`src/rtl/isp_window_seq_ctrl_pkg.sv`:
```
// Shared definitions for the 5x5 window frame sequencer and its window.
// State encoding, error codes and bayer start phases.
package isp_window_seq_ctrl_pkg;

  localparam int ST_W = 3;

  localparam logic [ST_W-1:0] ST_IDLE = 3'd0;
  localparam logic [ST_W-1:0] ST_LOAD = 3'd1;
  localparam logic [ST_W-1:0] ST_RUN  = 3'd2;
  localparam logic [ST_W-1:0] ST_DONE = 3'd3;
  localparam logic [ST_W-1:0] ST_ERR  = 3'd4;

  localparam logic [1:0] ERR_NONE = 2'd0;
  localparam logic [1:0] ERR_CFG  = 2'd1;
  localparam logic [1:0] ERR_SYNC = 2'd2;
  localparam logic [1:0] ERR_TMO  = 2'd3;

  localparam logic [3:0] BAYER_RGGB = 4'b0001;
  localparam logic [3:0] BAYER_GRBG = 4'b0010;
  localparam logic [3:0] BAYER_GBRG = 4'b0100;
  localparam logic [3:0] BAYER_BGGR = 4'b1000;

  function automatic logic bayer_ok(input logic [3:0] b);
    logic ok;
    case (b)
      BAYER_RGGB,
      BAYER_GRBG,
      BAYER_GBRG,
      BAYER_BGGR: ok = 1'b1;
      default:    ok = 1'b0;
    endcase
    return ok;
  endfunction

endpackage

```
`src/rtl/isp_frame_cnt.sv`:
```
// Raster h/v position counter with last-pixel flag.
// Wraps to (0,0) after the last pixel so back-to-back frames need no clear.
module isp_frame_cnt #(
  parameter int HW = 11,
  parameter int VW = 11
) (
  input  logic          i_clk,
  input  logic          i_rst_n,
  input  logic          i_clr,
  input  logic          i_en,
  input  logic [HW-1:0] i_h_active,
  input  logic [VW-1:0] i_v_active,
  output logic          o_last
);

  logic [HW-1:0] r_h;
  logic [VW-1:0] r_v;
  logic          w_h_end;
  logic          w_v_end;

  assign w_h_end = (r_h == i_h_active - HW'(1));
  assign w_v_end = (r_v == i_v_active - VW'(1));
  assign o_last  = w_h_end & w_v_end;

  always_ff @(posedge i_clk) begin
    if (!i_rst_n) begin
      r_h <= '0;
      r_v <= '0;
    end else if (i_clr) begin
      r_h <= '0;
      r_v <= '0;
    end else if (i_en) begin
      if (w_h_end) begin
        r_h <= '0;
        r_v <= w_v_end ? '0 : r_v + VW'(1);
      end else begin
        r_h <= r_h + HW'(1);
      end
    end
  end

endmodule

```
`src/rtl/isp_window_seq_ctrl.sv`:
```
// Frame sequencer in front of the 5x5 window line-buffer stage.
// Latches config, resets the window, gates pixels and checks frame sync.
module isp_window_seq_ctrl
  import isp_window_seq_ctrl_pkg::*;
#(
  parameter int          DW         = 8,
  parameter int          HW         = 11,
  parameter int          VW         = 11,
  parameter int          RST_CYCLES = 4,
  parameter int unsigned TIMEOUT    = 65535
) (
  input  logic          clk,
  input  logic          rst_n,
  input  logic          start,
  input  logic          abort,
  input  logic [HW-1:0] cfg_h_active,
  input  logic [VW-1:0] cfg_v_active,
  input  logic [3:0]    cfg_bayer,
  input  logic          cfg_continuous,
  input  logic          irq_clr,
  input  logic          pix_valid,
  input  logic [DW-1:0] pix_data,
  output logic          pix_ready,
  input  logic          dn_ready,
  input  logic          win_end_flag,
  input  logic          win_isp_int,
  output logic          win_rst_n,
  output logic          win_clken,
  output logic [DW-1:0] win_din,
  output logic [HW-1:0] win_h_active,
  output logic [VW-1:0] win_v_active,
  output logic [3:0]    win_bayer_start,
  output logic          busy,
  output logic          frame_done,
  output logic          irq_done,
  output logic          irq_err,
  output logic [1:0]    err_code,
  output logic [15:0]   frame_cnt
);

  localparam int RCW = $clog2(RST_CYCLES + 1);
  localparam logic [RCW-1:0] RST_LIM = RCW'(RST_CYCLES - 1);
  localparam logic        WD_EN  = (TIMEOUT != 0);
  localparam logic [15:0] WD_LIM = (TIMEOUT == 0) ? 16'd0 : 16'(TIMEOUT - 1);

  logic [ST_W-1:0] r_state;
  logic [ST_W-1:0] w_nxt;
  logic [HW-1:0]   r_h_act;
  logic [VW-1:0]   r_v_act;
  logic [3:0]      r_bayer;
  logic [RCW-1:0]  r_rst_cnt;
  logic [15:0]     r_wdog;
  logic [15:0]     r_frame_cnt;
  logic            r_irq_done;
  logic            r_irq_err;
  logic [1:0]      r_err_code;

  logic       w_idle;
  logic       w_load;
  logic       w_run;
  logic       w_done;
  logic       w_err;
  logic       w_clken;
  logic       w_last;
  logic       w_cfg_ok;
  logic       w_sync_err;
  logic       w_bay_err;
  logic       w_wd_hit;
  logic       w_err_set;
  logic [1:0] w_err_code;

  assign w_idle = (r_state == ST_IDLE);
  assign w_load = (r_state == ST_LOAD);
  assign w_run  = (r_state == ST_RUN);
  assign w_done = (r_state == ST_DONE);
  assign w_err  = (r_state == ST_ERR);

  assign pix_ready = w_run & dn_ready & ~abort;
  assign w_clken   = pix_valid & pix_ready;
  assign win_clken = w_clken;
  assign win_din   = w_run ? pix_data : '0;
  assign win_rst_n = w_run | w_done;

  assign win_h_active    = r_h_act;
  assign win_v_active    = r_v_act;
  assign win_bayer_start = r_bayer;

  assign busy       = ~w_idle;
  assign frame_done = w_done & ~abort;
  assign irq_done   = r_irq_done;
  assign irq_err    = r_irq_err;
  assign err_code   = r_err_code;
  assign frame_cnt  = r_frame_cnt;

  isp_frame_cnt #(
    .HW (HW),
    .VW (VW)
  ) u_frame_cnt (
    .i_clk      (clk),
    .i_rst_n    (rst_n),
    .i_clr      (~win_rst_n),
    .i_en       (w_clken),
    .i_h_active (r_h_act),
    .i_v_active (r_v_act),
    .o_last     (w_last)
  );

  assign w_cfg_ok = (cfg_h_active >= HW'(5))
                  & (cfg_v_active >= VW'(5))
                  & bayer_ok(cfg_bayer);

  // The window's flag must agree with our own count on every pixel.
  assign w_sync_err = w_clken & (w_last ^ win_end_flag);
  assign w_bay_err  = w_clken & win_isp_int;
  assign w_wd_hit   = WD_EN & w_run & ~w_clken & (r_wdog == WD_LIM);

  always_comb begin
    w_nxt      = r_state;
    w_err_set  = 1'b0;
    w_err_code = ERR_NONE;
    unique case (1'b1)
      w_idle: begin
        if (start) begin
          if (w_cfg_ok) begin
            w_nxt = ST_LOAD;
          end else begin
            w_nxt      = ST_ERR;
            w_err_set  = 1'b1;
            w_err_code = ERR_CFG;
          end
        end
      end
      w_load: begin
        if (abort)
          w_nxt = ST_IDLE;
        else if (r_rst_cnt == RST_LIM)
          w_nxt = ST_RUN;
      end
      w_run: begin
        if (abort) begin
          w_nxt = ST_IDLE;
        end else if (w_sync_err) begin
          w_nxt      = ST_ERR;
          w_err_set  = 1'b1;
          w_err_code = ERR_SYNC;
        end else if (w_bay_err) begin
          w_nxt      = ST_ERR;
          w_err_set  = 1'b1;
          w_err_code = ERR_TMO;
        end else if (w_clken & w_last) begin
          w_nxt = ST_DONE;
        end else if (w_wd_hit) begin
          w_nxt      = ST_ERR;
          w_err_set  = 1'b1;
          w_err_code = ERR_TMO;
        end
      end
      w_done: begin
        if (abort || !cfg_continuous)
          w_nxt = ST_IDLE;
        else
          w_nxt = ST_RUN;
      end
      w_err: begin
        if (irq_clr)
          w_nxt = ST_IDLE;
      end
      default: w_nxt = ST_IDLE;
    endcase
  end

  always_ff @(posedge clk) begin
    if (!rst_n) begin
      r_state     <= ST_IDLE;
      r_h_act     <= '0;
      r_v_act     <= '0;
      r_bayer     <= '0;
      r_rst_cnt   <= '0;
      r_wdog      <= '0;
      r_frame_cnt <= '0;
      r_irq_done  <= 1'b0;
      r_irq_err   <= 1'b0;
      r_err_code  <= ERR_NONE;
    end else begin
      r_state   <= w_nxt;
      r_rst_cnt <= w_load ? r_rst_cnt + RCW'(1) : '0;
      r_wdog    <= (w_run & ~w_clken) ? r_wdog + 16'd1 : '0;
      if (w_idle && start && w_cfg_ok) begin
        r_h_act     <= cfg_h_active;
        r_v_act     <= cfg_v_active;
        r_bayer     <= cfg_bayer;
        r_frame_cnt <= '0;
      end else if (frame_done) begin
        r_frame_cnt <= r_frame_cnt + 16'd1;
      end
      // Setting an interrupt wins over a same-cycle clear.
      if (irq_clr) begin
        r_irq_done <= 1'b0;
        r_irq_err  <= 1'b0;
        r_err_code <= ERR_NONE;
      end
      if (frame_done)
        r_irq_done <= 1'b1;
      if (w_err_set) begin
        r_irq_err  <= 1'b1;
        r_err_code <= w_err_code;
      end
    end
  end

endmodule

```
`config.mk`:
```
export PLATFORM = sky130hd
export DESIGN_NAME = isp_window_seq_ctrl
export DESIGN_NICKNAME = d
export VERILOG_FILES = /design/src/rtl/isp_window_seq_ctrl_pkg.sv /design/src/rtl/isp_frame_cnt.sv /design/src/rtl/isp_window_seq_ctrl.sv
export SDC_FILE = /design/constraint.sdc
export NUM_CORES = 1
export LEC_CHECK = 0
export ABC_AREA = 1
export CORE_UTILIZATION = 53
export DETAILED_ROUTE_END_ITERATION = 8
export GPL_TIMING_DRIVEN = 1
export HOLD_SLACK_MARGIN = 0.06
export PLACE_DENSITY = 0.82
export RECOVER_POWER = 25
export REMOVE_ABC_BUFFERS = 1
export SKIP_LAST_GASP = 1
export SYNTH_ARGS = -nofsm -noshare
export SYNTH_HDL_FRONTEND = slang
export SYNTH_HIERARCHICAL = 1
export SYNTH_SLANG_ARGS = --single-unit
export TNS_END_PERCENT = 30
```
`constraint.sdc`:
```
create_clock -name clk -period 3.3 [get_ports clk]
set_clock_uncertainty 0.1 [all_clocks]
set_input_delay 0.66 -clock clk [delete_from_list [all_inputs] [get_ports clk]]
set_output_delay 0.66 -clock clk [all_outputs]
set_load 0.02 [all_outputs]
```
==> impl_results.md <==
- Count of endpoints failing setup in the final report: 0
- Largest family of logic cells by synthesized area: simple AND/OR/NAND/NOR gates
- Highest net fanout along the worst path: 12
- Met2 Track Usage GR: 44.9%
- Share of the yosys chip area belonging to registers: 33.4%
- Final instance area: between 6000 and 7000 um^2
- Met3 Usage GRT: 3.86%
- Kind of launch point of the worst setup path: primary input
- Iteration-0 DRC count of the detailed router: between 150 and 200
- Mean area per synthesized cell: 6.50 um^2
- Status: finished, final reports clean
- Number of flip-flops and latches in the synthesized netlist: 90
- Total power per unit cell area: 358 nW/um^2
- Cell area after technology mapping: about 5400 um^2
- Detailed-placement wirelength estimate: 10200 um
- Hold slack final: ~0.33 ns
- Last element of the critical path: win_clken
- Clock Power Share: 31.0%
- Sinks on Clock Net: 90
- Static Leakage: 3.01 nW
- Area share of the largest cell type after synthesis: between 30 and 40%
- Worst VDD drop: 0.213 mV
- Endpoint class of the critical path: output port
- Placed Instances: 1062
- Critical Setup Path Class: in2out
- Switching pwr: 0.732 mW
- DRC violations left: 0
- Setup Buffers After CTS: 0
- First-pass GRT wire length: about 22000 um
- Sequential cell area: 1800 um^2
- Worst-path clk slew: 0.09 ns
- Syn. warnings: 6
- Combinational group share of total power: 22.0%
- Most Crowded Layer GR: met2
- Area grow syn2layout: 25.8%
- Total routing resource utilization after global routing: 25.9%
- Simple-gate area share of the yosys netlist: 41.6%
- Top Ports: 103
- Share of synthesized flip-flops with an asynchronous set or reset: 0%
- Via/cell ratio: 4.94
- R2r setup slk: 0.52 ns
- Cell variety after synth: 40
- Row count: 36
- Number of buffers inserted for hold repair after clock tree synthesis: 0
- Adder-cell area share of the yosys netlist: 2.09%
- Sw frac: 30.1%
- Met1 track demand over resource in global routing: 33.3%
- Post-route non-filler standard cell count: 1077
- Full die area: 10600 um^2
- Number of synthesized flops with an enable pin: 0
- Fill cell count: 900
- H-tree depth: 3
- Length in cells of the worst reg-to-reg path: 19
- Worst-Skew Late Latency: roughly 0.34 ns
- Ratio of cells with drive above 1 in the final layout: about 9%
- Leading cell type by number of instances after synthesis: nand2_1
- Number of antenna violations at the first check in global routing: 0
- Placeable core region: 9820 um^2
- Critical path buffer and inverter count: 4
- Fin crit share: 93.7%
- Number of buffer cells added on primary ports: 102
- Int Pwr: between 1.5 and 2 mW
- Area of combinational cells with multiple inputs: 3100 um^2
- Share of the synthesized netlist area taken by xor and xnor gates: 6.98%
- Hold violation total from the final report: 0
- Reg power frac: roughly 47%
- Slew HR: 58.4%
- Setup repair after global routing missed its margin: false
- Number of global-route vias before repair: 4860
- Actual slew at the worst max-slew pin: 0.622 ns
- Total grt overflow: 0
- CP Data Required Time: 2.54 ns
- Critical register-to-register path startpoint: win_h_active[0]
- WP data arrival: around 2.3 ns
- Routability cong.: 0.857
- TritonCTS clock tree: done
- Top_reg_cell synth: dfxtp_1
- Routed wirelength normalized by instance count: between 10 and 15 um
- Initial standard-cell utilization of the core: 55.0%
- Final sum of negative setup slack: 0 ns
- CTS buffer count: 9
- Critical path depth: 6
- Detailed Route WL: 12900 um
- Number of vias in the routed layout: 5317
- Min-Delay Path Class: reg2reg
- Number of nets still failing antenna checks after routing: 0
- Delay of the slowest cell on the worst path: 0.63 ns
- Capture point of the worst reg-to-reg path: r_state[2]
- DIE WIDTH: about 100 um
- Top Family by Delay on Critical Path: buffers and inverters
- Root cell of the clock tree: clkbuf_8
- Slowest stage cell, crit path: clkdlybuf4s50_1
- Synth Area in Compound Gates: around 6.5%
- Quantity of gates resized following cts: 0
- Cell breakdown of the critical path: clkdlybuf4s50_1 -> inv_1 -> nand3_1 -> nor3_2 -> buf_4 -> clkdlybuf4s50_1
- Area after DPL: 6590 um^2
- Final antenna diode count: 0
- Top cell types by occurrence after synthesis: nand2_1 (176), nor2_1 (157), inv_1 (107)
- Clock tree buffer depth: 2
- Launch point of the worst path: abort
- Synthesized instance count: 830
- CP dominant cell by count: clkdlybuf4s50_1
- Multiplexer area fraction after synthesis: 0%
- Max-slew violation count: 0
- Max-cap check violation count: 0
- Largest net degree at the start of global routing: 27
- Drt pass-1 iters: 4
- Shortest clock period the worst path allows after layout: 3.09 ns
- Largest cells by area after synthesis: dfxtp_1 (33%), nand2_1 (12%), nor2_1 (11%)
- Library cell occupying the most area in the post-synthesis netlist: dfxtp_1
- Die H: 103 um
- Count of nets after finishing: 993
- Highest attainable clock frequency: 324 MHz
layout by cell type, fill, tap and decap left out, types with 15 or more instances in the layout:
cell	count
xor2_1	24
nor3_1	15
dfxtp_1	90
nand3_1	64
clkdlybuf4s50_1	78
o21ai_0	40
nand2_1	176
dlygate4sd3_1	24
a21oi_1	25
nor2_1	157
inv_1	107
xnor2_1	19
kinds of logic after synthesis:
logic type	count (synthesis)
buffers and inverters	130
adder cells (fa/ha/maj)	9
AND/OR/NAND/NOR	489
XOR/XNOR	43
AO/OA/AOI/OAI	69
flip-flops	90
power by group through the flow:
stage	Sequential [mW]	Combinational (mW)	Clock (mW)
4_1_cts	1.14	0.540	0.765
3_5_place_dp	1.17	0.538	0
3_3_place_gp	1.17	0.528	0
2_1_floorplan	1.19	0.324	0
6_report	1.14	0.535	0.753
5_1_grt	1.15	0.600	0.816
worst register-to-register path, delay by kind of cell, from the launching register on:
kind / cells / cell delay [ns]
AO/OA/AOI/OAI: 1 / 0.15
XOR/XNOR: 1 / 0.13
adder cells (fa/ha/maj): 1 / 0.29
buffers and inverters: 3 / 0.21
flip-flops: 1 / 0.31
AND/OR/NAND/NOR: 13 / 1.48
worst min-delay path by stage:
stage	start	end	cells past startpoint
2_1_floorplan	r_rst_cnt[0]	r_rst_cnt[0]	1
3_3_place_gp	r_rst_cnt[0]	r_rst_cnt[0]	1
3_5_place_dp	r_rst_cnt[0]	r_rst_cnt[0]	1
4_1_cts	r_rst_cnt[0]	r_rst_cnt[0]	1
5_1_grt	r_rst_cnt[0]	r_rst_cnt[0]	1
6_report	r_rst_cnt[0]	r_rst_cnt[0]	1
sequential cells by signal, indices dropped and copies added (netlist names):
signal / cells
err_code: 2
frame_cnt: 16
irq_done: 1
irq_err: 1
r_rst_cnt: 3
r_state: 3
r_wdog: 16
u_frame_cnt/r_h: 11
u_frame_cnt/r_v: 11
win_bayer_start: 4
win_h_active: 11
win_v_active: 11
layout make-up:
type	count	area share, %
Tap cell	133	2.45
Sequential cell	90	26.5
Clock buffer	11	2.08
Clock inverter	4	0.774
Timing Repair Buffer	111	16.0
Inverter	118	6.56
Multi-Input combinational cell	610	45.6
stage by stage:
step	setup WS (ns)	power (mW)	utilization, %
after floorplan	-0.216	1.52	-
after global placement	0.236	1.70	67.2
after detailed placement	0.205	1.71	67.2
after CTS	0.212	2.45	69.1
after global routing	0.132	2.57	69.1
final	0.209	2.43	69.1
routing by layer:
layer / wire, um / share of wire, %
met3: 619 / 4.8
met4: 122 / 0.94
met2: 6200 / 48
met1: 5990 / 46
met5: 0 / 0
Power figures use the tool's default switching activity.
